<file path="src/rtl/pc_fetch_unit_pkg.sv">
// Purpose : shared types, default widths and branch-target table contents for the fetch stage.
// Latency : n/a (declarations only).
// Backpressure: n/a.
// Contents: fetch_state_t (IDLE/RUN/HALTED), default widths A_W/D_W/C_W,
//           lut_init() giving the power-on value of each branch-table entry.
package pc_fetch_unit_pkg;

  // Default widths: PC/ROM address, branch-table index, cycle counter.
  localparam int A_W = 10;
  localparam int D_W = 4;
  localparam int C_W = 16;

  typedef enum logic [1:0] {
    IDLE   = 2'd0,
    RUN    = 2'd1,
    HALTED = 2'd2
  } fetch_state_t;

  // Branch-table contents, one entry per index. The same value serves either
  // as an absolute target or as a two's-complement offset, depending on the
  // BranchAbs flag of the instruction using it. Negative values truncate to
  // their A-bit two's-complement form in the table.
  function automatic int lut_init(input int idx);
    case (idx)
      0:       return 0;
      1:       return 100;
      2:       return 1;
      3:       return -4;
      4:       return -1;
      5:       return 40;
      6:       return 3;
      7:       return 512;
      8:       return 1023;
      9:       return 1;
      10:      return 12;
      11:      return -511;
      12:      return 20;
      13:      return -512;
      14:      return 300;
      15:      return 7;
      default: return 0;
    endcase
  endfunction

endpackage

</file>
<file path="src/rtl/pc_fetch_unit_if.sv">
// Purpose : control/fetch bundle between the decoder/control side and the fetch stage.
// Latency : n/a (wires only).
// Backpressure: none; every signal is sampled or driven each cycle.
// Ports   : master drives Start/StartAddr/BranchEn/BranchAbs/BranchIdx/Halt and
//           observes InstAddress/Running/Done/CycleCount; slave is the fetch unit.
interface pc_fetch_unit_if
  import pc_fetch_unit_pkg::*;
#(
  parameter int A = A_W,
  parameter int D = D_W,
  parameter int C = C_W
);

  logic         Start;
  logic [A-1:0] StartAddr;
  logic         BranchEn;
  logic         BranchAbs;
  logic [D-1:0] BranchIdx;
  logic         Halt;
  logic [A-1:0] InstAddress;
  logic         Running;
  logic         Done;
  logic [C-1:0] CycleCount;

  modport master (
    output Start, StartAddr, BranchEn, BranchAbs, BranchIdx, Halt,
    input  InstAddress, Running, Done, CycleCount
  );

  modport slave (
    input  Start, StartAddr, BranchEn, BranchAbs, BranchIdx, Halt,
    output InstAddress, Running, Done, CycleCount
  );

endinterface

</file>
<file path="src/rtl/pc_fetch_unit_branch_lut.sv">
// Purpose : branch-target table, 2**D entries of A bits, read combinationally.
// Latency : 0 cycles (pure mux on BranchIdx).
// Backpressure: none.
// Ports   : BranchIdx (D) in -> Entry (A) out, absolute target or signed offset.
module pc_fetch_unit_branch_lut
  import pc_fetch_unit_pkg::*;
#(
  parameter int A = A_W,
  parameter int D = D_W
) (
  input  logic [D-1:0] BranchIdx,
  output logic [A-1:0] Entry
);

  // Contents are elaborated from the package table, so the ROM is a constant
  // mux with no storage and no dependence on an external load file.
  logic [A-1:0] table_q [2**D];

  always_comb begin
    for (int i = 0; i < 2**D; i++) begin
      table_q[i] = A'(lut_init(i));
    end
    Entry = table_q[BranchIdx];
  end

endmodule

</file>
<file path="src/rtl/pc_fetch_unit.sv">
// Purpose : PC register and fetch sequencer (start, increment, abs/rel branch, halt) feeding the ROM.
// Latency : decisions sampled at edge n appear on InstAddress/Running/Done/CycleCount after edge n.
// Backpressure: none; Start is only honoured in IDLE/HALTED, Halt/BranchEn only in RUN.
// Ports   : Clk, Reset (async, active-high); bus (slave) carries control inputs and
//           InstAddress (registered PC), Running, Done, CycleCount (saturating).
module pc_fetch_unit
  import pc_fetch_unit_pkg::*;
#(
  parameter int A = A_W,
  parameter int D = D_W,
  parameter int C = C_W
) (
  input  logic           Clk,
  input  logic           Reset,
  pc_fetch_unit_if.slave bus
);

  localparam logic [C-1:0] CNT_MAX = {C{1'b1}};

  fetch_state_t state;
  logic [A-1:0] pc;
  logic [C-1:0] cycle_count;
  logic         running;
  logic         done;

  logic [A-1:0] lut_entry;
  logic [A-1:0] branch_target;
  logic [A-1:0] run_next_pc;

  pc_fetch_unit_branch_lut #(
    .A (A),
    .D (D)
  ) u_branch_lut (
    .BranchIdx (bus.BranchIdx),
    .Entry     (lut_entry)
  );

  // Next PC while running, excluding halt (halt only freezes the PC).
  // Adding the raw A-bit entry modulo 2**A is identical to adding its
  // sign-extended value, so no explicit extension is needed.
  always_comb begin
    branch_target = bus.BranchAbs ? lut_entry : (pc + lut_entry);
    run_next_pc   = bus.BranchEn  ? branch_target : (pc + A'(1));
  end

  // Single FSM block; Running/Done are registered alongside the state so
  // they switch on the same edge as the transition.
  always_ff @(posedge Clk or posedge Reset) begin
    if (Reset) begin
      state       <= IDLE;
      pc          <= '0;
      cycle_count <= '0;
      running     <= 1'b0;
      done        <= 1'b0;
    end else begin
      case (state)
        IDLE, HALTED: begin
          if (bus.Start) begin
            state       <= RUN;
            pc          <= bus.StartAddr;
            cycle_count <= '0;
            running     <= 1'b1;
            done        <= 1'b0;
          end
        end

        RUN: begin
          // The halting cycle is still a RUN cycle and is counted.
          if (cycle_count != CNT_MAX) begin
            cycle_count <= cycle_count + C'(1);
          end
          if (bus.Halt) begin
            state   <= HALTED;
            running <= 1'b0;
            done    <= 1'b1;
          end else begin
            pc <= run_next_pc;
          end
        end

        default: begin
          state   <= IDLE;
          running <= 1'b0;
          done    <= 1'b0;
        end
      endcase
    end
  end

  assign bus.InstAddress = pc;
  assign bus.Running     = running;
  assign bus.Done        = done;
  assign bus.CycleCount  = cycle_count;

endmodule

</file>
<file path="src/flat_wrapper.sv">
// flat-port wrapper written by rule: the top's interface ports become plain ports
module pc_fetch_unit_flat import pc_fetch_unit_pkg::*;
#(
  parameter int A = A_W,
  parameter int D = D_W,
  parameter int C = C_W
)
  (Clk, Reset, bus_Start, bus_StartAddr, bus_BranchEn, bus_BranchAbs, bus_BranchIdx, bus_Halt, bus_InstAddress, bus_Running, bus_Done, bus_CycleCount);
  pc_fetch_unit_if #(.A(A), .D(D), .C(C)) bus_i ();
  input  logic Clk;
  input  logic Reset;
  input wire logic [$bits(bus_i.Start)-1:0] bus_Start;
  input wire logic [$bits(bus_i.StartAddr)-1:0] bus_StartAddr;
  input wire logic [$bits(bus_i.BranchEn)-1:0] bus_BranchEn;
  input wire logic [$bits(bus_i.BranchAbs)-1:0] bus_BranchAbs;
  input wire logic [$bits(bus_i.BranchIdx)-1:0] bus_BranchIdx;
  input wire logic [$bits(bus_i.Halt)-1:0] bus_Halt;
  output wire logic [$bits(bus_i.InstAddress)-1:0] bus_InstAddress;
  output wire logic [$bits(bus_i.Running)-1:0] bus_Running;
  output wire logic [$bits(bus_i.Done)-1:0] bus_Done;
  output wire logic [$bits(bus_i.CycleCount)-1:0] bus_CycleCount;
  assign bus_i.Start = bus_Start;
  assign bus_i.StartAddr = bus_StartAddr;
  assign bus_i.BranchEn = bus_BranchEn;
  assign bus_i.BranchAbs = bus_BranchAbs;
  assign bus_i.BranchIdx = bus_BranchIdx;
  assign bus_i.Halt = bus_Halt;
  assign bus_InstAddress = bus_i.InstAddress;
  assign bus_Running = bus_i.Running;
  assign bus_Done = bus_i.Done;
  assign bus_CycleCount = bus_i.CycleCount;
  pc_fetch_unit #(.A(A), .D(D), .C(C)) u_core (.Clk(Clk), .Reset(Reset), .bus(bus_i));
endmodule
</file>
<file path="config.mk">
export PLATFORM = sky130hd
export DESIGN_NAME = pc_fetch_unit_flat
export DESIGN_NICKNAME = d
export VERILOG_FILES = /design/src/rtl/pc_fetch_unit_pkg.sv /design/src/rtl/pc_fetch_unit_if.sv /design/src/rtl/pc_fetch_unit_branch_lut.sv /design/src/rtl/pc_fetch_unit.sv /design/src/flat_wrapper.sv
export SDC_FILE = /design/constraint.sdc
export NUM_CORES = 1
export LEC_CHECK = 0
export CAP_MARGIN = 20
export CORE_AREA = 3 3 110 70
export CTS_BUF_LIST = sky130_fd_sc_hd__clkbuf_16
export CTS_CLUSTER_SIZE = 24
export DETAILED_ROUTE_END_ITERATION = 6
export DIE_AREA = 0 0 113 73
export MAX_ROUTING_LAYER = met4
export PLACE_DENSITY = 0.63
export SLEW_MARGIN = 20
export SYNTH_ARGS = -nofsm -noshare
export SYNTH_HDL_FRONTEND = slang
export SYNTH_SLANG_ARGS = --single-unit
</file>
<file path="constraint.sdc">
create_clock -name Clk -period 1.9 [get_ports Clk]
set_input_delay 0.285 -clock Clk [delete_from_list [all_inputs] [get_ports Clk]]
set_output_delay 0.285 -clock Clk [all_outputs]
set_load 0.02 [all_outputs]
</file>
==> results of run 1 <==
[tightest hold or removal path, stage by stage]
cell and delay (ps):
clkdlybuf4s50_1 390, inv_1 50, buf_4 360
[final cells by class]
class / instances / area (µm²) / share of cell area
Clock buffer: 5 / 125 / 0.0287
Clock inverter: 2 / 7.51 / 0.00172
Inverter: 14 / 72.6 / 0.0166
Multi-Input combinational cell: 260 / 2140 / 0.491
Sequential cell: 29 / 726 / 0.166
Tap cell: 87 / 109 / 0.0249
Timing Repair Buffer: 138 / 1180 / 0.271
[registers in the layout, indices dropped and copies added, names as in the netlist]
register                count
u_core.bus.CycleCount      16
u_core.bus.InstAddress     10
u_core.bus.Running          1
u_core.state                2
[worst max-delay path by stage]
stage / from / endpoint / slack [ps] / depth (start not counted)
after global routing: bus_BranchIdx[0] / u_core.bus.InstAddress[4] / -500 / 14
final: bus_BranchIdx[0] / u_core.bus.InstAddress[4] / -430 / 14
after CTS: bus_BranchIdx[0] / u_core.bus.InstAddress[8] / -570 / 12
after floorplan: bus_BranchIdx[0] / u_core.bus.InstAddress[8] / -460 / 12
after detailed placement: bus_BranchIdx[1] / u_core.bus.InstAddress[5] / -1310 / 11
after global placement: bus_BranchIdx[1] / u_core.bus.InstAddress[5] / -1260 / 11
[power by group through the flow]
| stage | Combinational (mW) | Sequential, mW | Clock (mW) |
|---|---|---|---|
| after floorplan | 1.12 | 1.17 | 0 |
| after global placement | 2.55 | 0.943 | 0 |
| after detailed placement | 2.57 | 0.946 | 0 |
| after CTS | 2.74 | 0.937 | 0.748 |
| after global routing | 3.19 | 0.983 | 0.787 |
| final | 2.98 | 0.969 | 0.741 |
[synth_stat cells, types with 3 or more instances]
cell type | instances | area share
a211oi_1 | 6 | 0.017
o21ai_0 | 23 | 0.043
nand2_1 | 23 | 0.033
o211ai_1 | 3 | 0.0085
and3_1 | 4 | 0.0094
nand3_1 | 16 | 0.030
a2111oi_0 | 3 | 0.0099
a21o_1 | 4 | 0.011
inv_1 | 14 | 0.020
o211a_1 | 3 | 0.011
nand2b_1 | 5 | 0.012
a21oi_1 | 17 | 0.032
or3_1 | 4 | 0.0094
or2_2 | 4 | 0.0094
xnor2_1 | 15 | 0.050
nor2b_1 | 7 | 0.017
a31oi_1 | 7 | 0.017
clkbuf_1 | 8 | 0.011
nor4_2 | 3 | 0.014
dfrtp_1 | 29 | 0.27
nand4_1 | 8 | 0.019
o31ai_1 | 3 | 0.0085
buf_2 | 3 | 0.0057
xor2_1 | 5 | 0.017
mux2i_1 | 6 | 0.023
nor2_1 | 29 | 0.041
ha_1 | 15 | 0.071
[routing by layer]
layer,part of all wire,up-vias,wire (µm),global-route usage
met3,0.087,22,872,0.0472
met5,0,-,0,-
met2,0.40,151,4040,0.331
li1,-,1456,-,-
met1,0.49,1486,4940,0.367
met4,0.016,0,158,0.0400
[logic make-up after synthesis]
kind of cell	Yosys count	synth area share
AOI/OAI and AO/OA	96	0.252
xor gates and xnor gates	20	0.0660
adders and majority gates	16	0.0783
buffers and inverters	28	0.0438
DFF	29	0.273
muxes	9	0.0396
and+or+nand+nor	119	0.247
[metrics by stage]
stage	setup TNS [ps]	utilization	cell area, µm²
finish	-2040	0.654	4360
CTS	-3080	0.619	4130
global route	-2680	0.654	4360
floorplan	-2250	-	2750
global placement	-10190	0.574	3830
detailed placement	-10780	0.574	3830
[timing repair]
item	CTS	global route
setup buffers	7	10
pin swaps	17	31
gates resized for setup	44	39
endpoints found under the setup margin	10	16
cloned	1	0
==> results_dict.tcl, run 1 <==
set metrics [dict create \
    grt_start_max_net_pins 30 \
    yosysWarnings 0 \
    rr_startpoint "u_core.bus.InstAddress[0]" \
    avgSynthCellArea_um2 8.37 \
    start_kind "input port" \
    timing.fmax_mhz 429 \
    firstDrtPassIters 5 \
    synth_fp_nets 353 \
    crit_path_frequent_cell "ha_4" \
    path_delay_family "compound AO/OA/AOI/OAI gates" \
    synthToLayoutAreaGrowth_pct 64.5 \
    crit_path_max_fanout 6 \
    period_share 1.23 \
    rsz0062_at_grt "true" \
    p_total_mw 4.69 \
    antenna_found_initial 0 \
    cts_buffers 5 \
    crit_type "input port to flip-flop" \
    clk_pin_slew_ps 50 \
    seq_power_share 0.207 \
    cp.required_ps 2040 \
    power.switching_mw 1.96 \
    postRouteAntennaNets 0 \
    syn_inst 317 \
    placed_cells 514 \
    ctsHoldBuffers 0 \
    cp_slowest_stage_delay_ps 410 \
    grt.overflow.total 0 \
    core_region_area_um2 6680 \
    via_per_inst 5.82 \
    r2r-end "u_core.bus.InstAddress[4]" \
    grt_pass1_wl_mm 15.1 \
    r2r_slack_ps -190 \
    io_pins 48 \
    violations "negative setup slack" \
    period_minus_slack_ps 2330 \
    grt.total_usage 0.241 \
    power_frac_comb 0.635 \
    internal-power_mw 2.73 \
    syn_area_um2 2650 \
    worstSetupEndpointType "flip-flop" \
    clk_latency_ps 280 \
    critical_path_buf_inv_count 4 \
    synth-seq-cells 29 \
    synth_edf_count 0 \
    layout_commonest_cell "buf_4" \
    leakagePower_nw 1.84 \
    synth-main-ff-cell "dfrtp_1" \
    hold_class "input port to asynchronous set/reset pin" \
    root_buffer "clkbuf_16" \
    cp_cell_sequence "buf_12 > inv_12 > ha_4 > a211oi_4 > a31oi_4 > ha_4 > inv_2 > fa_2 > nor2b_4 > buf_4 > o21ai_2 > nor4bb_1 > a2111oi_1 > o21ai_1" \
    route.detailed.drc 0 \
    routed_wl_mm 10.0 \
    clockPowerShare 0.158 \
    p_sw_frac 0.417 \
    async_reset_ff_frac 1.00 \
    tritoncts "done" \
    relSlewSlack 0.719 \
    worstPathArrival_ps 2470 \
    status "complete, but fails checks" \
    gp_congestion 0.921 \
    initial_core_util 0.397 \
    hold_viol 0 \
    numClockSinks 29 \
    fin_cells 535 \
    fin_skew_ps 2.90 \
    routedWlPerCell_um 18.7 \
    dp_slack_ps -1310 \
    die_x_um 113 \
    synth.distinct_cells 68 \
    h-tree-depth 2 \
    diodes 0 \
    rr_worst_depth 9 \
    timing.hold.ws_ps 387 \
    power_density_nw_per_um2 1070 \
    setup_viol 8 \
    port_buffers 47 \
    finalWorstSetupSlack_ps -431 \
    die_area_um2 8250 \
    grt_pass1_vias 2813 \
    cp_slowest_cell "a2111oi_1" \
    worst_pin_slew_ps 420 \
    ys_seq_area_frac 0.273 \
    drive_above_1_share 0.350 \
    rows 23 \
    drt_first_iter_violations 202 \
    cap_violations 0 \
    vias 3115 \
    final_nets 484 \
    drv_slew 0 \
    cts_buffer_depth 2 \
    n_fill_cell 552 \
    vdd.ir_drop.worst_mv 0.630 \
    final_cell_mix "87 x buf_4, 43 x clkdlybuf4s50_1, 29 x dfrtp_1" \
    post-dp-hpwl_mm 7.30 \
    die_y_um 73 \
]
(Power assumes the default switching activity.)
==> run 2: changes to the inputs <==
--- a/config.mk
+++ b/config.mk
@@ -5,7 +5,6 @@
 export SDC_FILE = /design/constraint.sdc
 export NUM_CORES = 1
 export LEC_CHECK = 0
-export CAP_MARGIN = 20
 export CORE_AREA = 3 3 110 70
 export CTS_BUF_LIST = sky130_fd_sc_hd__clkbuf_16
 export CTS_CLUSTER_SIZE = 24
==> results of run 2 <==
Final layout, timing and power as in run 1 (identical DEF).
